==> src/rtl/des_round_ctrl.sv <==
`default_nettype none
// ============================================================================
// Module   : des_round_ctrl
// Purpose  : Iterative DES round sequencer. It owns the C/D key schedule and
//            steps the shared single-round datapath through 16 rounds.
// Revision : 1.0 - initial release
// ============================================================================
module des_round_ctrl (
  input  logic        clk,
  input  logic        rst_n,
  input  logic        in_valid,
  output logic        in_ready,
  input  logic        mode,
  input  logic [55:0] key_in,
  output logic        blk_load,
  output logic        rnd_en,
  output logic [3:0]  rnd_idx,
  output logic [55:0] cd_key,
  output logic        out_valid,
  input  logic        out_ready
);

  typedef enum logic [1:0] {
    S_IDLE  = 2'd0,
    S_ROUND = 2'd1,
    S_DONE  = 2'd2
  } state_t;

  localparam logic [3:0] c_last_rnd = 4'd15;

  state_t      r_state;
  state_t      w_state_nxt;
  logic [27:0] r_c;
  logic [27:0] r_d;
  logic        r_mode;
  logic [3:0]  r_rnd_idx;
  logic [27:0] w_c_nxt;
  logic [27:0] w_d_nxt;
  logic        w_mode_nxt;
  logic [3:0]  w_rnd_idx_nxt;
  logic [3:0]  w_rnd_idx_p1;

  // Decrypt runs the encrypt schedule backwards, so its first round has no shift.
  function automatic logic [1:0] f_shift(input logic [3:0] idx, input logic dec);
    if (dec && (idx == 4'd0))
      return 2'd0;
    else if ((idx == 4'd0) || (idx == 4'd1) || (idx == 4'd8) || (idx == 4'd15))
      return 2'd1;
    else
      return 2'd2;
  endfunction

  function automatic logic [27:0] f_rot(input logic [27:0] v, input logic [1:0] n,
                                        input logic dec);
    case (n)
      2'd1:    return dec ? {v[0], v[27:1]}   : {v[26:0], v[27]};
      2'd2:    return dec ? {v[1:0], v[27:2]} : {v[25:0], v[27:26]};
      default: return v;
    endcase
  endfunction

  always_ff @(posedge clk or negedge rst_n) begin
    if (!rst_n) begin
      r_state   <= S_IDLE;
      r_c       <= 28'd0;
      r_d       <= 28'd0;
      r_mode    <= 1'b0;
      r_rnd_idx <= 4'd0;
    end else begin
      r_state   <= w_state_nxt;
      r_c       <= w_c_nxt;
      r_d       <= w_d_nxt;
      r_mode    <= w_mode_nxt;
      r_rnd_idx <= w_rnd_idx_nxt;
    end
  end

  assign w_rnd_idx_p1 = r_rnd_idx + 4'd1;

  always_comb begin
    w_state_nxt   = r_state;
    w_c_nxt       = r_c;
    w_d_nxt       = r_d;
    w_mode_nxt    = r_mode;
    w_rnd_idx_nxt = r_rnd_idx;
    in_ready      = 1'b0;
    blk_load      = 1'b0;
    rnd_en        = 1'b0;
    out_valid     = 1'b0;
    case (r_state)
      S_IDLE: begin
        in_ready = 1'b1;
        blk_load = in_valid;
        if (in_valid) begin
          w_state_nxt   = S_ROUND;
          w_mode_nxt    = mode;
          w_rnd_idx_nxt = 4'd0;
          w_c_nxt       = f_rot(key_in[55:28], f_shift(4'd0, mode), mode);
          w_d_nxt       = f_rot(key_in[27:0],  f_shift(4'd0, mode), mode);
        end
      end
      S_ROUND: begin
        rnd_en = 1'b1;
        if (r_rnd_idx != c_last_rnd) begin
          w_rnd_idx_nxt = w_rnd_idx_p1;
          w_c_nxt       = f_rot(r_c, f_shift(w_rnd_idx_p1, r_mode), r_mode);
          w_d_nxt       = f_rot(r_d, f_shift(w_rnd_idx_p1, r_mode), r_mode);
        end else begin
          w_state_nxt = S_DONE;
        end
      end
      S_DONE: begin
        out_valid = 1'b1;
        if (out_ready)
          w_state_nxt = S_IDLE;
      end
      default: w_state_nxt = S_IDLE;
    endcase
  end

  assign rnd_idx = r_rnd_idx;
  assign cd_key  = {r_c, r_d};

endmodule
`default_nettype wire

==> config.mk <==
export PLATFORM = sky130hd
export DESIGN_NAME = des_round_ctrl
export DESIGN_NICKNAME = d
export VERILOG_FILES = /design/src/rtl/des_round_ctrl.sv
export SDC_FILE = /design/constraint.sdc
export NUM_CORES = 1
export LEC_CHECK = 0
export CAP_MARGIN = 20
export CORE_MARGIN = 2
export CORE_UTILIZATION = 35
export DETAILED_ROUTE_END_ITERATION = 7
export PLACE_DENSITY_LB_ADDON = 0.3
export RECOVER_POWER = 100
export SYNTH_ARGS = -nofsm -noshare
export SYNTH_HDL_FRONTEND = slang
export SYNTH_SLANG_ARGS = --single-unit
==> constraint.sdc <==
create_clock -name clk -period 2.8 [get_ports clk]
set_input_delay 0.56 -clock clk [delete_from_list [all_inputs] [get_ports clk]]
set_output_delay 0.56 -clock clk [all_outputs]
set_load 0.02 [all_outputs]
After elaboration in Yosys (flattened, before gate mapping)
Cells that the tools add are included.
Word-level totals
  bits in registers: 63
  input port bits: 61
  output and inout port bits: 64
Cells by class
  $add $sub $neg: 1
  equal/unequal tests: 15
  multiplexer cells: 36
  reduce and logical (&&, ||, !) cells: 11
Operators by type and width (count)
  2-to-1 mux 28 bit: 12
  case mux 28 bit (2 select lines): 6
  2-to-1 mux 2 bit: 9
  == test 4 bit (second input constant): 2
  2-to-1 mux 4 bit: 2
  inequality test 2 bit (second input constant): 4
  case mux 4 bit (2 select lines): 1
  == test 2 x 1 -> 1 bit (second input constant): 3
  == test 2 bit (second input constant): 3
  case mux 2 bit (3 select lines): 1
  AND reduction 3 bit: 2
  2-to-1 mux 1 bit: 5
  adder 4 x 1 -> 4 bit (second input constant): 1
  == test 4 x 1 -> 1 bit (second input constant): 1
  zero test 4 bit: 1
  inequality test 4 bit (second input constant): 1
  AND reduction 4 bit: 1
  logical OR 1 bit: 3
  inequality test 3 x 1 -> 1 bit (second input constant): 1
  zero test 2 bit: 1
  AND reduction 2 bit: 1
  nonzero test 2 bit: 1
  logical AND 1 bit: 1

Logic depth before layout (Yosys ltp)
Gate-level depths: netlist (run 1).
  word-level depth: 13
  depth in mapped cells: 9
  depth with buffers taken out: 7

Worst setup path after synthesis (run 1)
Ideal clock, no wire load.
  path kind: flip-flop to flip-flop
  from: register r_rnd_idx[0] (netlist: rnd_idx[0])
  to: register r_c[17]
  library setup time: 121 ps
  arrival time: 2164 ps
  required time: 2679 ps
  slack: 515 ps
  cell stages (with the launch flop): 9
  buffers on the path: 2
  clock period less this slack: 2285 ps
  cell sequence: dfrtp_1 -> ha_1 -> or4b_1 -> o21a_1 -> buf_6 -> buf_6 -> a221oi_2 -> o21ai_1 -> a22o_1
On the way
  cells in the longest elaborated chain, start to end: 13
RTL lines
  start: declaration: line 36  | logic [3:0] r_rnd_idx;
  start signal: assignment: line 74  | r_rnd_idx <= w_rnd_idx_nxt;
  adder 4 x 1 -> 4 bit: line 78  | assign w_rnd_idx_p1 = r_rnd_idx + 4'd1;
  == test 4 x 1 -> 1 bit or zero test 4 bit (tied branches): line 47, 45
  logical OR 1 bit (3 in series): line 47  | else if ((idx == 4'd0) || (idx == 4'd1) || (idx == 4'd8) || (idx == 4'd15))
  2-to-1 mux 2 bit: line 47
  2-to-1 mux 2 bit: line 45  | if (dec && (idx == 4'd0))
  2-to-1 mux 2 bit: line 104  | if (r_rnd_idx != c_last_rnd) begin
  2-to-1 mux 2 bit: line 90  | case (r_state)
  == test 2 bit or == test 2 x 1 -> 1 bit (tied branches): line 55  | case (n)
  case mux 28 bit (2 select lines): line 55
  2-to-1 mux 28 bit: line 104
  case mux 28 bit (2 select lines): line 90
  end signal: assignment: line 71  | r_c <= w_c_nxt;
  end: declaration: line 33  | logic [27:0] r_c;
Parallel ways exist; a longest one is shown, timed or not. The select of a mux whose other input is x is not followed.
A chain may end at the register's enable or synchronous reset.

Final worst setup path (run 1)
  from: register r_rnd_idx[1] (netlist: rnd_idx[1])
  to: register r_c[6]
The elaborated chain is that of the path after synthesis.

==> results of run 1 <==
## stage by stage
stage	area (um^2)	utilization
floorplan	5374	-
global placement	6689	0.4433
detailed placement	6689	0.4433
CTS	7018	0.4651
global route	6922	0.4587
finish	6922	0.4587
## power by group
| group | total [mW] | leakage (nW) | switching, mW | internal (mW) |
|---|---|---|---|---|
| clock network | 1.22 | 0.165 | 0.411 | 0.809 |
| logic | 6.86 | 1.81 | 3.77 | 3.10 |
| registers | 2.24 | 0.740 | 0.751 | 1.49 |
## final cells by class
cell class / instances / area [um^2] / share of cell area
Tap cell: 188 / 235.2 / 0.03398
Timing Repair Buffer: 142 / 1376 / 0.1988
Multi-Input combinational cell: 426 / 3378 / 0.4881
Clock buffer: 14 / 294.0 / 0.04248
Sequential cell: 63 / 1580 / 0.2283
Inverter: 6 / 22.52 / 0.003254
Clock inverter: 2 / 35.03 / 0.005061
## worst max-delay path: cells and delay by family (launching register included)
kind,cells,cell delay (ns)
DFF,1,0.44
adders and majority gates,1,0.25
buffers and inverters,1,0.30
and+or+nand+nor,1,0.62
AOI/OAI and AO/OA,4,0.93
## registers in the layout (all words and copies together) (netlist names)
| signal | count |
|---|---|
| r_c | 28 |
| r_d | 28 |
| rnd_idx | 4 |
| r_state | 2 |
| r_mode | 1 |
## what timing repair did
| item | CTS | global route |
|---|---|---|
| resized for setup | 0 | 1 |
| setup buffers | 0 | 0 |
| setup endpoints to repair | 0 | 1 |
## routing by layer
layer,GRT usage,up-vias
met5,0,-
met3,0.04299,14
met1,0.2716,2593
met4,0.05236,0
li1,-,2483
met2,0.3171,155
## cells in the mapped netlist, drive strengths merged (2+ instances only)
cell type	n	area (um^2)
dfrtp	63	1577
o21ai	59	295.3
nor2b	57	356.6
a2111oi	56	490.5
a21oi	56	280.3
a221oi	56	740.7
a22o	56	490.5
mux2i	56	560.5
clkbuf	53	198.9
buf	23	147.6
inv	6	22.52
nand2	5	18.77
ha	3	37.54
nor2	3	11.26
nand4	2	12.51
o31ai	2	15.01
## kinds of logic (layout without fill, tap and decap cells)
logic type,after synthesis,count (layout),share of synthesized area
AND/OR/NAND/NOR,75,75,0.08429
AO/OA/AOI/OAI,291,291,0.4403
multiplexers,57,57,0.1064
buffers and inverters,82,164,0.06868
adder cells (fa/ha/maj),3,3,0.006986
flip-flops,63,63,0.2934
## worst max path at each step
stage,endpoint,cells after the start
2_1_floorplan,r_c[17]$_DFFE_PN0P_,8
3_5_place_dp,r_d[19]$_DFFE_PN0P_,7
5_1_grt,r_d[25]$_DFFE_PN0P_,7
3_3_place_gp,r_c[23]$_DFFE_PN0P_,7
4_1_cts,r_d[19]$_DFFE_PN0P_,7
6_report,r_c[6]$_DFFE_PN0P_,7
==> impl_summary.txt, run 1 <==
----------------------------------------------------
[STA]
  Portion of the clock cycle consumed by the worst path in the final layout ... 0.9562
  Number of pins with negative max-slew slack in the final report ... 28
  Slew HR ... -0.07172
  Clk_skew ... 0.007523 ns
  Hold Slack ... 0.5556 ns
  Transition time of the tightest slew-check pin ... 1.608 ns
  Crit path setup slack, layout ... 0.1227 ns
  Final-report setup violation count ... 0
  Minimum clock period ... 2.677 ns
  Hold Violations, Final ... 0
  RSZ-0062 raised after global routing ... false
  Highest attainable clock frequency ... 373.5 MHz
  Fin Setup TNS ... 0 ns

[Place]
  Setup slack after placement ... 0.1895 ns
  Quantity of I/O buffers inserted on ports ... 124
  Post-DP HPWL ... 10690 um
  Number of instances in the placed design ... 825
  Gpl congestion ... 0.8033

[Clocking]
  H-tree Lvls ... 3
  Clk sink count ... 63
  Max Root-Sink Buffers ... 2
  Clock slew seen by the registers of the worst setup and hold paths ... 0.05 ns
  Number of clock buffers inserted by TritonCTS ... 9
  Hold buffer count at CTS ... 0
  Clock Root Buffer ... sky130_fd_sc_hd__clkbuf_16
  CTS tree ... built
  Clock latency reported for the late side of the worst-skew pair ... 0.33 ns

[Layout]
  Net count, final ... 712
  Most frequent standard cell in the layout excluding fill and tap cells ... sky130_fd_sc_hd__dlygate4sd3_1
  P&R area growth vs syn ... 28.80%
  Fill cell count ... 1459
  Fraction of layout cells with a size suffix above 1 ... 0.1011
  Count of inserted antenna diode cells ... 0
  Final Non-Filler Cells ... 841
  Most frequent cells in the layout ... sky130_fd_sc_hd__dlygate4sd3_1 (64), sky130_fd_sc_hd__dfrtp_1 (62), sky130_fd_sc_hd__clkdlybuf4s50_1 (58), sky130_fd_sc_hd__nor2b_1 (57)

[Logic synthesis]
  Cell count after synthesis ... 571
  Distinct cells, synth ... 35
  Sequential-to-total area share from yosys stat ... 0.2934
  Number of enable-type register cells in the synthesized netlist ... 0
  Async set-reset flop share out of synthesis ... 1.000
  Average instance area after synthesis ... 9.411 um^2
  Synth warn ... 0
  Cell area after technology mapping ... 5374 um^2
  #FFs+latches synth ... 63
  Top FF cell, synth ... sky130_fd_sc_hd__dfrtp_1
  Net count of the mapped netlist ... 635

[Min path]
  Capture endpoint of the worst hold path ... r_state[0]$_DFFE_PN0P_
  Cell count of the worst hold path ... 1
  Min-Delay Path Class ... flip-flop to flip-flop
  Min-delay src ... r_state[1]$_DFFE_PN0P_

[Critical path]
  Cells on worst reg2reg path ... 7
  Library cell contributing the largest single delay on the critical path ... sky130_fd_sc_hd__or4b_1
  Worst setup path startpoint ... rnd_idx[1]$_DFFE_PN0P_
  R2r startpoint ... rnd_idx[1]$_DFFE_PN0P_
  Endpoint class of the critical path ... flip-flop
  Startpoint Class ... flip-flop
  Highest cell delay on the worst timing path ... 0.62 ns
  FF-to-FF setup slack ... 0.12 ns
  Cells traversed along the worst timing path ... ha_1 -> or4b_1 -> o21a_4 -> clkbuf_4 -> a221oi_1 -> o21ai_1 -> a22o_1
  Critical path fanouts, max ... 31
  Start-to-end type of the worst setup path ... flip-flop to flip-flop
  Worst endpoint required time ... 3.02 ns
  Worst Path Arrival ... 2.89 ns
  Endpoint of the worst register-to-register path ... r_c[6]$_DFFE_PN0P_

[Floorplanning]
  Starting utilization of the core area ... 0.3561
  Vert. Die Dim ... 127.9 um
  Core Region ... 15090 um^2
  Die Span X ... 127.9 um
  Boundary pin count ... 125
  FP Rows ... 45
  DIE AREA ... 16360 um^2

[Pwr]
  Leakage power ... 2.716 nW
  Power Dens Cells ... 1491 nW/um^2
  Power, Total ... 10.32 mW
  Worst vdd rail ir drop ... 0.7539 mV

[Drt]
  Initial drt markers ... 581
  Total length of routed met3 wires ... 853 um
  Remaining design rule violation count ... 0
  Top metal layer carrying routed signals ... met4
  Average vias per placed instance ... 6.237
  DR WL/cell ... 19.44 um
  Metal2 WL ... 7797 um
  Detailed-routing wirelength on met1 ... 7494 um
  Iteration count of the initial detailed-routing pass ... 5
  Vias ... 5245
  WL final ... 16350 um
  Antenna-violating nets left ... 0

[Global routing]
  Largest net degree at the start of global routing ... 170
  First-pass GRT wire length ... 26480 um
  Global-route usage over all layers ... 0.1980
  Via count of the first global-routing pass ... 4959
  Initial antenna violation count ... 0
  Overflow left after global routing ... 0

[Status]
  Run status ... finished with violations
  Failing checks ... max-capacitance violations, max-slew violations

[Run]
  Number of max-capacitance violations reported ... 1

----------------------------------------------------
Power figures use the tool's default switching activity.
==> run 2: changes to the inputs <==
SLEW_MARGIN = 10   (was not set)
==> results of run 2 <==
Final layout, timing and power as in run 1 (identical DEF).
==> run 3: changes to the inputs <==
TNS_END_PERCENT = 50   (was not set)
clock period = 2.5 ns   (was 2.8 ns; I/O delays follow)
==> run 3 against run 2 <==
The flow now finishes without violations; utilization increased by 1.1 points; register-to-register slack got worse by 0.02 ns; non-clock buffer count increased by 8; final cell count increased by 0.95%; critical path depth unchanged; critical path type unchanged; largest cell class unchanged.
==> impl_summary.txt, run 3 (synthesis results as in run 1) <==
----------------------------------------------------
[Layout]
  Net count, final ... 720 (+1.1%)
  Final Non-Filler Cells ... 849 (+0.95%)
  P&R area growth vs syn ... 31.99%
  Most frequent cells in the layout ... sky130_fd_sc_hd__dlygate4sd3_1 (64), sky130_fd_sc_hd__dfrtp_1 (62), sky130_fd_sc_hd__clkdlybuf4s50_1 (58), sky130_fd_sc_hd__nor2b_1 (57)
  Most frequent standard cell in the layout excluding fill and tap cells ... sky130_fd_sc_hd__dlygate4sd3_1
  Fraction of layout cells with a size suffix above 1 ... 0.1241 (+0.02298)
  Core occupancy in the finished layout ... 0.4701 (+0.01136)
  Count of inserted antenna diode cells ... 0 (unchanged)

[Critical path]
  Endpoint class of the critical path ... flip-flop
  Cells traversed along the worst timing path ... ha_1 -> or4b_1 -> o21a_4 -> buf_8 -> a221oi_1 -> o21ai_1 -> a22o_1
  Cells on worst reg2reg path ... 7 (unchanged)
  Highest cell delay on the worst timing path ... 0.61 ns (about the same)
  Start-to-end type of the worst setup path ... flip-flop to flip-flop
  Worst Path Arrival ... 2.63 ns (-0.26 ns)
  FF-to-FF setup slack ... 0.11 ns (-0.02 ns)
  Worst endpoint required time ... 2.73 ns (-0.29 ns)
  Instance count on the critical path ... 7 (unchanged)
  Critical path fanouts, max ... 18 (-42%)
  Library cell contributing the largest single delay on the critical path ... sky130_fd_sc_hd__or4b_1
  Total buffers and inverters traversed by the critical path ... 1 (unchanged)
  Startpoint Class ... flip-flop
  Largest delay share family, worst path ... compound AO/OA/AOI/OAI gates

[STA]
  Clk_skew ... 0.008744 ns (+0.001221 ns)
  Number of pins with negative max-slew slack in the final report ... 0 (-100%)
  Final-report setup violation count ... 0 (unchanged)
  Portion of the clock cycle consumed by the worst path in the final layout ... 0.9579 (+0.001746)
  Hold Violations, Final ... 0 (unchanged)
  Highest attainable clock frequency ... 417.6 MHz (+12%)
  Minimum clock period ... 2.395 ns (-0.2825 ns)
  Slew HR ... 0.1496 (+0.2213)
  Hold Slack ... 0.2424 ns (-0.3133 ns)
  Fin Setup TNS ... 0 ns (unchanged)
  RSZ-0062 raised after global routing ... false
  Transition time of the tightest slew-check pin ... 1.276 ns (-0.3320 ns)

[Global routing]
  Initial antenna violation count ... 0 (unchanged)
  Met1 routing resource usage after global routing ... 0.2698 (-0.001795)
  First-pass GRT wire length ... 26470 um (about the same)
  Fraction of met3 tracks used by global routing ... 0.05801 (+0.01503)
  Global-route usage over all layers ... 0.1999 (+0.001915)
  Global Route met2 Usage ... 0.3136 (-0.003460)
  GRT Max-Usage Layer ... met2
  Largest net degree at the start of global routing ... 170 (unchanged)
  Via count of the first global-routing pass ... 5014 (+1.1%)
  Overflow left after global routing ... 0 (unchanged)

[Drt]
  DR WL/cell ... 19.27 um (-0.85%)
  Remaining design rule violation count ... 0 (unchanged)
  Antenna-violating nets left ... 0 (unchanged)
  Average vias per placed instance ... 6.260 (+0.38%)
  Initial drt markers ... 467 (-20%)
  Vias ... 5315 (+1.3%)
  Iteration count of the initial detailed-routing pass ... 5 (unchanged)
  WL final ... 16360 um (about the same)

[Floorplanning]
  Starting utilization of the core area ... 0.3561 (unchanged)
  FP Rows ... 45 (unchanged)
  Core Region ... 15090 um^2 (unchanged)
  Vert. Die Dim ... 127.9 um (unchanged)
  Boundary pin count ... 125 (unchanged)
  DIE AREA ... 16360 um^2 (unchanged)
  Die Span X ... 127.9 um (unchanged)

[Place]
  Number of instances in the placed design ... 829 (+0.48%)
  Quantity of I/O buffers inserted on ports ... 124 (unchanged)
  Gpl congestion ... 0.7919 (-1.4%)
  Post-DP HPWL ... 10710 um (+0.23%)

[Clocking]
  Clk sink count ... 63 (unchanged)
  Clock slew seen by the registers of the worst setup and hold paths ... 0.05 ns (about the same)
  Number of clock buffers inserted by TritonCTS ... 9 (unchanged)
  Hold buffer count at CTS ... 0 (unchanged)
  Clock Root Buffer ... sky130_fd_sc_hd__clkbuf_16
  Clock latency reported for the late side of the worst-skew pair ... 0.35 ns (+0.02 ns)
  H-tree Lvls ... 3 (unchanged)
  CTS tree ... built
  Max Root-Sink Buffers ... 2 (unchanged)

[Status]
  Run status ... complete, no violations

[Pwr]
  Leakage power ... 2.782 nW (+2.4%)
  Power, Total ... 11.99 mW (+16%)
  Worst vdd rail ir drop ... 0.6780 mV (-10%)
  Power Dens Cells ... 1691 nW/um^2 (+13%)

[Run]
  Number of max-capacitance violations reported ... 0 (-1)

[Min path]
  Min-Delay Path Class ... input pin to async pin

----------------------------------------------------
[run 3: repair_timing]
item | 4_1_cts | 5_1_grt
resized for setup | 0 | 4
endpoints found under the setup margin | 0 | 26
buffers inserted | 0 | 4
[run 3: path summary, 6_finish.rpt]
check / endpoint / startpoint
min in group clk: r_d[3]$_DFFE_PN0P_ / r_d[3]$_DFFE_PN0P_
max: r_d[7]$_DFFE_PN0P_ / rnd_idx[1]$_DFFE_PN0P_
max in group asynchronous: r_mode$_DFFE_PN0P_ / rst_n
min reg2reg: r_d[3]$_DFFE_PN0P_ / r_d[3]$_DFFE_PN0P_
max reg2reg: r_d[7]$_DFFE_PN0P_ / rnd_idx[1]$_DFFE_PN0P_
min: r_d[13]$_DFFE_PN0P_ / rst_n
[run 3: layer usage]
layer	vias up	wire [um]
met4	0	262
met2	176	7659
met3	21	931
met1	2615	7508
li1	2503	-
met5	-	0
[run 3: layout make-up]
class	count	area, um^2
fill	1459	7996
multi-input combinational	426	3426
sequential	63	1580
timing repair buffer	150	1504
clock buffer	13	260.3
tap	188	235.2
clock inverter	3	65.06
inverter	6	22.52
[run 3: power by group]
part | internal, mW | switching [mW] | total [mW]
combinational | 3.74 | 4.36 | 8.09
sequential | 1.67 | 0.836 | 2.50
clock | 0.926 | 0.474 | 1.40
total | 6.33 | 5.66 | 12.0
[run 3: metrics by stage]
step	setup slack, ns	area [um^2]
finish	0.1051	7093
CTS	0.05183	7107
global placement	0.1633	6782
global route	0.004440	7093
floorplan	0.2150	5374
detailed placement	0.07029	6782
